## config.mk

```make
export PLATFORM = sky130hd
export DESIGN_NAME = hazard_ctrl
export DESIGN_NICKNAME = d
export VERILOG_FILES = /design/src/rtl/hazard_ctrl.sv
export SDC_FILE = /design/constraint.sdc
export NUM_CORES = 1
export LEC_CHECK = 0
export CAP_MARGIN = 5
export CORE_AREA = 2 2 61 63
export CTS_BUF_LIST = sky130_fd_sc_hd__clkbuf_4 sky130_fd_sc_hd__clkbuf_8 sky130_fd_sc_hd__clkbuf_16
export DETAILED_ROUTE_END_ITERATION = 12
export DIE_AREA = 0 0 63 65
export PLACE_DENSITY_LB_ADDON = 0.2
export SLEW_MARGIN = 10
export SYNTH_ARGS = -nofsm -noshare
export SYNTH_HDL_FRONTEND = slang
export SYNTH_SLANG_ARGS = --single-unit
```

## constraint.sdc

```tcl
create_clock -name clk -period 5.9 [get_ports clk]
set_input_delay 0.885 -clock clk [delete_from_list [all_inputs] [get_ports clk]]
set_output_delay 0.885 -clock clk [all_outputs]
set_load 0.02 [all_outputs]
```

## src/rtl/hazard_ctrl.sv

```systemverilog
// rtl/hazard_ctrl.sv - ID->EX hazard sequencer: RAW stall, redirect flush, dmem freeze, stall counter.
// Optional operand forwarding selects under `HAZARD_FWD_EN.
module hazard_ctrl #(
  parameter int RW    = 4,
  parameter int CNT_W = 16
) (
  input  logic             clk,
  input  logic             rst,
  input  logic             id_valid,
  input  logic [RW-1:0]    id_rs1,
  input  logic             id_rs1_used,
  input  logic [RW-1:0]    id_rs2,
  input  logic             id_rs2_used,
  input  logic [RW-1:0]    id_rd,
  input  logic             id_reg_wen,
  input  logic             id_is_load,
  input  logic             ex_redirect,
  input  logic             mem_busy,
  output logic             stall_if,
  output logic             stall_id,
  output logic             bubble_ex,
  output logic             flush_if_id,
  output logic [1:0]       fwd_a,
  output logic [1:0]       fwd_b,
  output logic [1:0]       hz_state,
  output logic [CNT_W-1:0] stall_cnt
);

  typedef struct packed {
    logic          valid;
    logic [RW-1:0] rd;
    logic          wen;
    logic          is_load;
  } sb_entry_t;

  typedef enum logic [1:0] {
    HZ_RUN    = 2'd0,
    HZ_STALL  = 2'd1,
    HZ_FREEZE = 2'd2,
    HZ_FLUSH  = 2'd3
  } hz_t;

  sb_entry_t sb_ex, sb_mem, sb_wb;
  sb_entry_t id_entry;
  hz_t       action, hz_q;
  logic      raw, issue;
  logic      m_ex_a, m_ex_b, m_mem_a, m_mem_b;

  function automatic logic match(input sb_entry_t e, input logic used, input logic [RW-1:0] rs);
    return used & e.valid & e.wen & (e.rd == rs);
  endfunction

  assign m_ex_a  = match(sb_ex,  id_rs1_used, id_rs1);
  assign m_ex_b  = match(sb_ex,  id_rs2_used, id_rs2);
  assign m_mem_a = match(sb_mem, id_rs1_used, id_rs1);
  assign m_mem_b = match(sb_mem, id_rs2_used, id_rs2);

`ifdef HAZARD_FWD_EN
  // Only a load sitting in EX cannot be forwarded in time.
  assign raw = id_valid & sb_ex.is_load & (m_ex_a | m_ex_b);
`else
  assign raw = id_valid & (m_ex_a | m_ex_b | m_mem_a | m_mem_b);
`endif

  assign id_entry = '{valid: 1'b1, rd: id_rd, wen: id_reg_wen, is_load: id_is_load};

  always_comb begin
    action      = HZ_RUN;
    stall_if    = 1'b0;
    stall_id    = 1'b0;
    bubble_ex   = 1'b0;
    flush_if_id = 1'b0;
    if (mem_busy) begin
      action   = HZ_FREEZE;
      stall_if = 1'b1;
      stall_id = 1'b1;
    end else if (ex_redirect) begin
      action      = HZ_FLUSH;
      flush_if_id = 1'b1;
      bubble_ex   = 1'b1;
    end else if (raw) begin
      action    = HZ_STALL;
      stall_if  = 1'b1;
      stall_id  = 1'b1;
      bubble_ex = 1'b1;
    end
  end

  assign issue = (action == HZ_RUN) & id_valid;

  // Scoreboard shifts only when the pipe moves; a frozen cycle holds every entry.
  always_ff @(posedge clk) begin
    if (rst) begin
      sb_ex  <= '0;
      sb_mem <= '0;
      sb_wb  <= '0;
    end else if (!mem_busy) begin
      sb_wb  <= sb_mem;
      sb_mem <= sb_ex;
      sb_ex  <= issue ? id_entry : '0;
    end
  end

  always_ff @(posedge clk) begin
    if (rst) begin
      hz_q      <= HZ_RUN;
      stall_cnt <= '0;
    end else begin
      hz_q <= action;
      if (action != HZ_RUN && stall_cnt != {CNT_W{1'b1}})
        stall_cnt <= stall_cnt + CNT_W'(1);
    end
  end

  assign hz_state = hz_q;

`ifdef HAZARD_FWD_EN
  logic [1:0] fwd_a_q, fwd_b_q;

  always_ff @(posedge clk) begin
    if (rst) begin
      fwd_a_q <= 2'b00;
      fwd_b_q <= 2'b00;
    end else if (!mem_busy) begin
      if (issue) begin
        fwd_a_q <= m_ex_a ? 2'b01 : (m_mem_a ? 2'b10 : 2'b00);
        fwd_b_q <= m_ex_b ? 2'b01 : (m_mem_b ? 2'b10 : 2'b00);
      end else begin
        fwd_a_q <= 2'b00;
        fwd_b_q <= 2'b00;
      end
    end
  end

  assign fwd_a = fwd_a_q;
  assign fwd_b = fwd_b_q;
`else
  assign fwd_a = 2'b00;
  assign fwd_b = 2'b00;
`endif

  // WB never hazards (write-before-read regfile); it is tracked but not compared.
  logic unused_sb;
  assign unused_sb = ^{sb_wb, sb_mem.is_load, sb_ex.is_load};

endmodule

```

==> summary.md <==
| Metric | Value |
|---|---|
| # setup viols final | 0 |
| Multi-input gate area | 971 um2 |
| Full die area | 4100 um2 |
| Crit path max-delay family | buffers and inverters |
| Crit end category | output pin |
| Clock-pin slew on the worst setup and hold paths | 90 ps |
| Number of global-route vias before repair | 1454 |
| GRT Total Usage | 20.1% |
| Row cnt | 22 |
| Crit-path cells | clkdlybuf4s50_1, xnor2_1, nand4_1, or4_1, o21ai_2, o21ai_1, o21bai_1, clkdlybuf4s50_1 |
| Iter 0 DRT Violations | 46 |
| Synth cell types | 39 |
| Final Max Tran Viols | 0 |
| Top_reg_cell synth | dfxtp_1 |
| Mapped cell area | 1660 um2 |
| Post-Syn Instances | 187 |
| Sequential fraction of the synthesis area | 36.1% |
| Outcome | finished, final reports clean |
| Wire length on met3 | 153 um |
| Tightest Pin Transition | 754 ps |
| CP Max Fanout | 4 |
| Buf/Inv on CP | 2 |
| Gr ovfl total | 0 |
| Hold Slack | 512 ps |
| # port buffers | 41 |
| Tot Pwr | 421 uW |
| DR WL met2 | 1880 um |
| CP Launch Type | input pin |
| Yosys reg bits | 30 |
| Antenna cells | 0 |
| Final WL | 3720 um |
| Wire length per cell | 13.6 um |
| Yosys warnings | 0 |
| CTS root buf | clkbuf_4 |
| DR vias | 1462 |
| Maximum clock path buffer count | 2 |
| Via-to-Cell Ratio | 5.36 |
| Post-synth ARST share | 0% |
| Final Hold Fails | 0 |
| Placed inst area | 2060 um2 |
| Minimum clock period after layout | 4080 ps |
| Worst hold path type | flop to flop |
| Skew final | 4.83 ps |
| Period Utilization, post-route | 69.2% |
| Largest net degree at the start of global routing | 37 |
| RSZ-0062 raised after global routing | no |
| Chip Height | 65 um |
| M1 WL | 1590 um |
| CP max stage cell | clkdlybuf4s50_1 |
| Fmax | 0.245 GHz |
| CTS tree | built |
| Kind of critical path | input pin to output pin |
| Power Dens Cells | 196 nW/um2 |
| Setup_tns | 0 ps |
| H-tree depth | 2 |
| Total Nets Final | 246 |
| Delay of the slowest critical-path stage | 650 ps |
| Share of layout cells above drive strength 1 | 11.6% |
| Hpwl dp | 2670 um |
| Starting Density | 47.6% |
| Chip Width | 63 um |
| Setup Buffers After CTS | 0 |
| Routed Antenna Nets | 0 |
| Max_slew headroom | 49.7% |
| Post-CTS Resized | 0 |
| Most frequent cells in the layout | 41 x clkdlybuf4s50_1, 30 x dfxtp_1, 19 x nor2_1, 11 x nor2b_1 |
| Post-synth EDFFs | 0 |
| Worst-Skew Late Latency | 330 ps |
| FF+latch area | 601 um2 |
| Core Box Area | 3500 um2 |
| Total CTS buffers | 5 |
| TritonRoute pass-1 iters | 4 |
| Initial antenna violation count | 0 |
| Ports | 47 |
| Final Cell Area | 2140 um2 |
| Highest metal layer with signal wires | met4 |
| Drt drc | 0 |
| Syn avg cell area | 8.90 um2 |
| VDD IR max | 0.113 mV |
| Most used cell, CP | clkdlybuf4s50_1 |
| Most common cell after layout, fill and taps aside | clkdlybuf4s50_1 |
| First-pass GRT wire length | 6430 um |
| CTS Hold Bufs | 0 |
| Final Wtd Congestion | 0.794 |
| Area grow syn2layout | 28.8% |
| Clock sinks | 30 |
| Leak | 0.803 nW |
| Crit path DAT | 3200 ps |
| Critical Path RT | 5020 ps |
| Max_cap viols | 0 |
| Fillers | 335 |
power breakdown:
| part | total, mW | leakage, nW | internal [mW] | switching, mW |
|---|---|---|---|---|
| clock | 0.153 | 0.0446 | 0.0814 | 0.0716 |
| sequential | 0.210 | 0.243 | 0.206 | 0.00385 |
| combinational | 0.0579 | 0.515 | 0.0290 | 0.0288 |
| total | 0.421 | 0.803 | 0.317 | 0.104 |
metal layers:
metal  vias up  track usage, %
met5         -               0
met4         0            10.3
met3        12            5.56
met2        33            37.4
met1       690            20.6
li1        727               -
Yosys cell counts, types with 3 or more instances:
cell | instances | share of area (%)
a21oi_1 | 8 | 2.4
a22o_1 | 5 | 2.6
and3_1 | 6 | 2.3
buf_1 | 4 | 0.90
buf_4 | 6 | 2.7
buf_6 | 3 | 2.0
clkbuf_1 | 3 | 0.68
dfxtp_1 | 30 | 36
mux2_2 | 9 | 6.1
mux2i_1 | 6 | 3.6
nand2_1 | 8 | 1.8
nand3_1 | 10 | 3.0
nand4_1 | 4 | 1.5
nor2_1 | 19 | 4.3
nor2b_1 | 11 | 4.1
nor3_1 | 3 | 0.90
nor3b_1 | 4 | 1.8
o21ai_0 | 3 | 0.90
or3_1 | 4 | 1.5
or4_1 | 3 | 1.4
xnor2_1 | 10 | 5.3
xor2_1 | 6 | 3.2
through the flow:
| stage | setup WS (ps) | utilization, % | std cells |
|---|---|---|---|
| finish | 1820 | 61.3 | 273 |
| global route | 1680 | 61.3 | 273 |
| global placement | 1830 | 58.8 | 265 |
| detailed placement | 1830 | 58.8 | 265 |
| CTS | 1830 | 61.1 | 273 |
| floorplan | 2650 | - | 190 |
worst register-to-register path: cells and delay by family (launching register included):
family	cells	cell delay [ps]
flip-flops	1	400
AO/OA/AOI/OAI	1	730
adder cells (fa/ha/maj)	1	190
multiplexers	1	300
AND/OR/NAND/NOR	3	620
flip-flops by register name, summed over array words and instances (netlist names):
name and count:
sb_ex 6, hz_state 2, stall_cnt 16, sb_mem 6
worst paths after layout:
| kind | start | end | slack [ps] | depth (start not counted) |
|---|---|---|---|---|
| max | id_rs1[1] | stall_if | 1820 | 8 |
| min | stall_cnt[12]$_SDFFE_PP0P_ | stall_cnt[12]$_SDFFE_PP0P_ | 510 | 2 |
| max reg2reg | stall_cnt[0]$_SDFFE_PP0P_ | stall_cnt[11]$_SDFFE_PP0P_ | 3570 | 6 |
| min reg2reg | stall_cnt[12]$_SDFFE_PP0P_ | stall_cnt[12]$_SDFFE_PP0P_ | 510 | 2 |
kinds of logic (layout without fill, tap and decap cells):
family	after synthesis	count (layout)	share of synthesized area [%]
compound gates	27	27	11.5
mux	15	15	9.70
buf+inv	18	53	6.77
other cells	1	4	0.225
simple gates	79	79	26.5
xor+xnor	16	16	8.42
fa+ha+maj	1	1	0.752
flops	30	30	36.1
area by class of cell:
| cell class | count | share of cell area (%) |
|---|---|---|
| repair buffers | 43 | 19.8 |
| well taps | 48 | 2.80 |
| clock buffers | 8 | 3.68 |
| inverters | 2 | 0.350 |
| flip-flops and latches | 30 | 28.0 |
| multi-input cells | 142 | 45.3 |
Power figures use the tool's default switching activity.
==> variant 1 (same settings) <==
Build with the macro `HAZARD_FWD_EN` defined.
--- a/src/rtl/hazard_ctrl.sv
+++ b/src/rtl/hazard_ctrl.sv
@@ -1,5 +1,7 @@
 // rtl/hazard_ctrl.sv - ID->EX hazard sequencer: RAW stall, redirect flush, dmem freeze, stall counter.
 // Optional operand forwarding selects under `HAZARD_FWD_EN.
+`define HAZARD_FWD_EN
+
 module hazard_ctrl #(
   parameter int RW    = 4,
   parameter int CNT_W = 16
Function: changed (Yosys sat finds a counterexample within 4 cycles, from zero or initial values and one cycle with rst high).
==> variant 1 against the unedited design <==
Utilization is 5.8 points higher; wire length is 7.6% higher; synthesized cell count is 11% higher; sequential cell count is 5 higher; global-route usage is 0.83 points higher; sequential power is 17% higher; design area is 9.4% higher; worst setup slack better by 340 ps; area after synthesis is 8.8% higher; final cell count is 8.8% higher; combinational power is 0.7% higher; total power is 13% higher; clock skew is 1.2 ps higher; largest power group unchanged.
==> variant 1: results (changes against the unedited design) <==
- Avg WL per Cell: 13.48 um (was 13.63 um)
- Vias: 1636 (was 1462)
- Run status: completed (unchanged)
- Clock buf/inv share: 0.03469 (was 0.03678)
- Max stage delay on crit path: 630 ps (was 650 ps)
- Vias in the first global route: 1435 (was 1454)
- Largest vdd supply drop: 137.8 uV (was 112.5 uV)
- Total GRT Usage: 0.2097 (was 0.2015)
- Register area: 700.7 um^2 (was 600.6 um^2)
- Nets: 270 (was 246)
- Largest regs: stall_cnt (16), sb_ex (7), sb_mem (6) (was stall_cnt (16), sb_ex (6), sb_mem (6))
- Compound-Gate Fraction of Synth Area: 0.1679 (was 0.1150)
- Flop pwr share: 0.512 (was 0.499)
- Net Sw Power: 119.1 uW (was 104.3 uW)
- Sink Count: 35 (was 30)
- Multiplexer area fraction after synthesis: 0.06358 (was 0.09699)
- Cell leakage power: 0.8292 nW (was 0.8030 nW)
- Met2 Wirelength: 1.745 mm (was 1.882 mm)
- Clk slew on worst S/H paths: 110 ps (was 90 ps)
- Adder-cell share of the synthesized area: 0.006911 (was 0.007519)
- Buffering overhead: 0.1996 (was 0.1985)
- Placer congestion estimate: 0.8299 (was 0.7941)
- DPL Wire Length: 2.916 mm (was 2.673 mm)
- Initial DRC Count: 76 (was 46)
- Inverters, non-clock: 6 (was 2)
- Setup slack, reg-to-reg: 3300 ps (was 3570 ps)
- Buffers excl. clock: 47 (was 43)
- Most common library cells after synthesis: dfxtp_1 (35), nand2_1 (21), nor2_1 (21), a21oi_1 (13), xor2_1 (12) (was dfxtp_1 (30), nor2_1 (19), nor2b_1 (11), nand3_1 (10), xnor2_1 (10))
==> variant 1: cell count changes after synthesis, sizes merged, moves of 5 or more <==
cell	change
dfxtp	+5
xor2	+6
and3	-5
xnor2	-6
a21oi	+5
nand2	+13
a22o	-5
nor2b	-8
o31ai	+6
mux2	-6
==> variant 1: metal layers <==
layer,up-vias,GRT usage
met5,-,0
met4,0,0.06389
met3,7,0.06597
met2,48,0.3112
met1,746,0.2896
li1,835,-
==> variant 1: metrics by stage <==
stage                     hold slack, ps  cell area, um^2  instances  power (mW)
after floorplan                    449.8             1810        207      0.2812
after global placement             437.6             2263        289      0.3079
after detailed placement           440.6             2263        289      0.3085
after CTS                          464.8             2345        297      0.4802
after global routing               485.8             2345        297      0.5030
final                              461.7             2345        297      0.4774
==> variant 1: path summary, 6_finish.rpt <==
path,from,endpoint,depth (start not counted)
hold / removal,fwd_b[0],fwd_b[0],2
setup reg to reg,stall_cnt[1],stall_cnt[15],6
hold reg to reg,fwd_b[0],fwd_b[0],2
setup / recovery,id_valid,stall_id,6
==> variant 2 (same flow settings) <==
Without the edit above. Register the output `stall_cnt` once more, without a reset; this adds one clock of latency there. The other outputs are not delayed to match.
--- a/src/rtl/hazard_ctrl.sv
+++ b/src/rtl/hazard_ctrl.sv
@@ -39,6 +39,8 @@
     HZ_FREEZE = 2'd2,
     HZ_FLUSH  = 2'd3
   } hz_t;
+
+  logic [CNT_W-1:0] stall_cnt_s0;
 
   sb_entry_t sb_ex, sb_mem, sb_wb;
   sb_entry_t id_entry;
@@ -104,11 +106,11 @@
   always_ff @(posedge clk) begin
     if (rst) begin
       hz_q      <= HZ_RUN;
-      stall_cnt <= '0;
+      stall_cnt_s0 <= '0;
     end else begin
       hz_q <= action;
-      if (action != HZ_RUN && stall_cnt != {CNT_W{1'b1}})
-        stall_cnt <= stall_cnt + CNT_W'(1);
+      if (action != HZ_RUN && stall_cnt_s0 != {CNT_W{1'b1}})
+        stall_cnt_s0 <= stall_cnt_s0 + CNT_W'(1);
     end
   end
 
@@ -143,5 +145,9 @@
   logic unused_sb;
   assign unused_sb = ^{sb_wb, sb_mem.is_load, sb_ex.is_load};
 
+  always_ff @(posedge clk) begin
+    stall_cnt <= stall_cnt_s0;
+  end
+
 endmodule
 
Check against the original RTL: not equivalent (a bounded check fails within 4 cycles, from zero or initial values and one cycle with rst high).
==> variant 2 against the unedited design <==
Worst setup slack better by 77 ps; design area grew 13%; die area unchanged; global-route usage fell by 0.67 points; area after synthesis up 16%; clock power up 25%; sequential cell count is 16 higher; non-clock buffer count stayed put; wire length is 1.6% lower; sequential power increased by 54%; total power grew 36%; fmax increased by 1.9%; count of clock-buffer cells in the layout shrank 2; critical path type unchanged; largest cell class unchanged; highest routed layer unchanged.
==> variant 2: results (changes against the unedited design) <==
- Run status: completed (unchanged)
- Initial DRC Count: 70 (was 46)
- Async SR Flop Fraction: 0 (unchanged)
- Clock Skews: 8.745 ps (was 4.833 ps)
- Max-slew headroom: 0.2885 (was 0.4972)
- Setup bufs post-CTS: 0 (unchanged)
- I/O Buffers: 41 (unchanged)
- Cell leakage power: 0.9179 nW (was 0.8030 nW)
- Antenna violations before repair: 0 (unchanged)
- Nets: 257 (was 246)
- Most used DFF post-synth: dfxtp_1 (unchanged)
- CTS Root Cell: clkbuf_4 (unchanged)
- Clock Latency Late Sink: 350 ps (was 330 ps)
- Layout cell share with drive strength beyond 1: 0.08051 (was 0.1156)
- Largest vdd supply drop: 111.7 uV (was 112.5 uV)
- Synth area leaders: dfxtp_1 (48%), xnor2_1 (4.5%), or4_1 (4.3%) (was dfxtp_1 (36%), mux2_2 (6.1%), xnor2_1 (5.3%))
- Placer congestion estimate: 0.8948 (was 0.7941)
- Most common library cells after synthesis: dfxtp_1 (46), nor2_1 (16), nand3_1 (15), a21oi_1 (13), or4_1 (11) (was dfxtp_1 (30), nor2_1 (19), nor2b_1 (11), nand3_1 (10), xnor2_1 (10))
- ANT cells: 0 (unchanged)
- Filler Cell Count: 291 (was 335)
- Post-synth cell types: 36 (was 39)
- Largest net degree at the start of global routing: 33 (was 37)
- DRT Wirelength: 3.661 mm (was 3.721 mm)
- CTS buffer count: 5 (unchanged)
- Slowest-stage cell, CP: clkdlybuf4s50_1 (unchanged)
- Global-route wire length before repair: 6.272 mm (was 6.430 mm)
- H-tree levels: 2 (unchanged)
- Tightest Hold Check Type: flop to flop (unchanged)
- DPL Wire Length: 2.743 mm (was 2.673 mm)
- Critical path fanouts, max: 3 (was 4)
- Clk slew on worst S/H paths: 120 ps (was 90 ps)
- Total GRT Usage: 0.1948 (was 0.2015)
- Vias per Instance: 5.518 (was 5.355)
- Seq/Total Area, Yosys: 0.4755 (was 0.3609)
- Largest regs: stall_cnt (16), stall_cnt_s0 (16) (was stall_cnt (16), sb_ex (6), sb_mem (6))
- Max stage delay on crit path: 640 ps
- Yosys warns: 0 (unchanged)
- Avg WL per Cell: 12.89 um (was 13.63 um)
- Placed Area: 2345 um^2 (was 2056 um^2)
- Syn Area/Cell: 9.782 um^2 (was 8.899 um^2)
- Placed cells: 276 (was 265)
- Worst path top cell family by delay: buffers and inverters (unchanged)
- Post-cts resize count: 0 (unchanged)
- DRT Pass-1 Iters: 4 (unchanged)
- Bufs on Longest Clock Path: 2 (unchanged)
- Crit path arrival time: 3120 ps (was 3200 ps)
- Vias in the first global route: 1436 (was 1454)
## variant 2: changes by cell type after synthesis, sizes merged, moves of 7 or more
cell   delta
dfxtp    +16
nand2     -8
or4       +8
o31ai     +7
## variant 2: final timing paths
| path | start | endpoint | slack (ps) | cells past startpoint |
|---|---|---|---|---|
| worst max-delay path | id_rs1[1] | bubble_ex | 1890 | 7 |
| worst min-delay path | stall_cnt_s0[12] | stall_cnt[12] | 380 | 0 |
| worst max register to register | sb_ex[4] | stall_cnt_s0[9] | 3640 | 8 |
| worst min register to register | stall_cnt_s0[12] | stall_cnt[12] | 380 | 0 |
## variant 2: layer usage
layer | vias to the layer above | global-route usage | wire length [um]
li1 | 784 | - | -
met2 | 39 | 0.3537 | 1874
met5 | - | 0 | 0
met1 | 735 | 0.2109 | 1547
met3 | 9 | 0.05382 | 159
met4 | 0 | 0.08611 | 79
## variant 2: power by group
group | switching (mW) | internal [mW] | total, mW | leakage (nW)
registers | 0.00552 | 0.317 | 0.323 | 0.372
logic | 0.0299 | 0.0303 | 0.0601 | 0.504
clock network | 0.0967 | 0.0940 | 0.191 | 0.0419
## variant 2: logic make-up (layout without fill, tap and decap cells)
kind of cell    after synthesis  after routing  synth area share
fa+ha+maj                     1              1          0.006459
simple gates                 70             70            0.2087
xor+xnor                     16             16           0.07235
mux                          11             11           0.05943
other cells                   1              4          0.001936
compound gates               36             36            0.1279
buf+inv                      17             52           0.04780
flops                        46             46            0.4755
## variant 2: final cells by class
| class | count | area share |
|---|---|---|
| inverter | 1 | 0.001546 |
| clock buffer | 6 | 0.01856 |
| clock inverter | 2 | 0.01546 |
| multi-input combinational | 138 | 0.3851 |
| sequential | 46 | 0.3794 |
| timing repair buffer | 43 | 0.1753 |
| tap | 48 | 0.02474 |
## variant 2: through the flow
| step | util | worst slack [ps] |
|---|---|---|
| floorplan | - | 2834 |
| global placement | 0.6707 | 1910 |
| detailed placement | 0.6707 | 1878 |
| CTS | 0.6943 | 1877 |
| global route | 0.6943 | 1682 |
| finish | 0.6943 | 1893 |
## variant 2: worst reg2reg max path: cells and delay by family, from the launching register on
family,cells,cell delay (ps)
flops,1,430
buf+inv,1,210
compound gates,2,240
xor+xnor,1,140
simple gates,4,1160
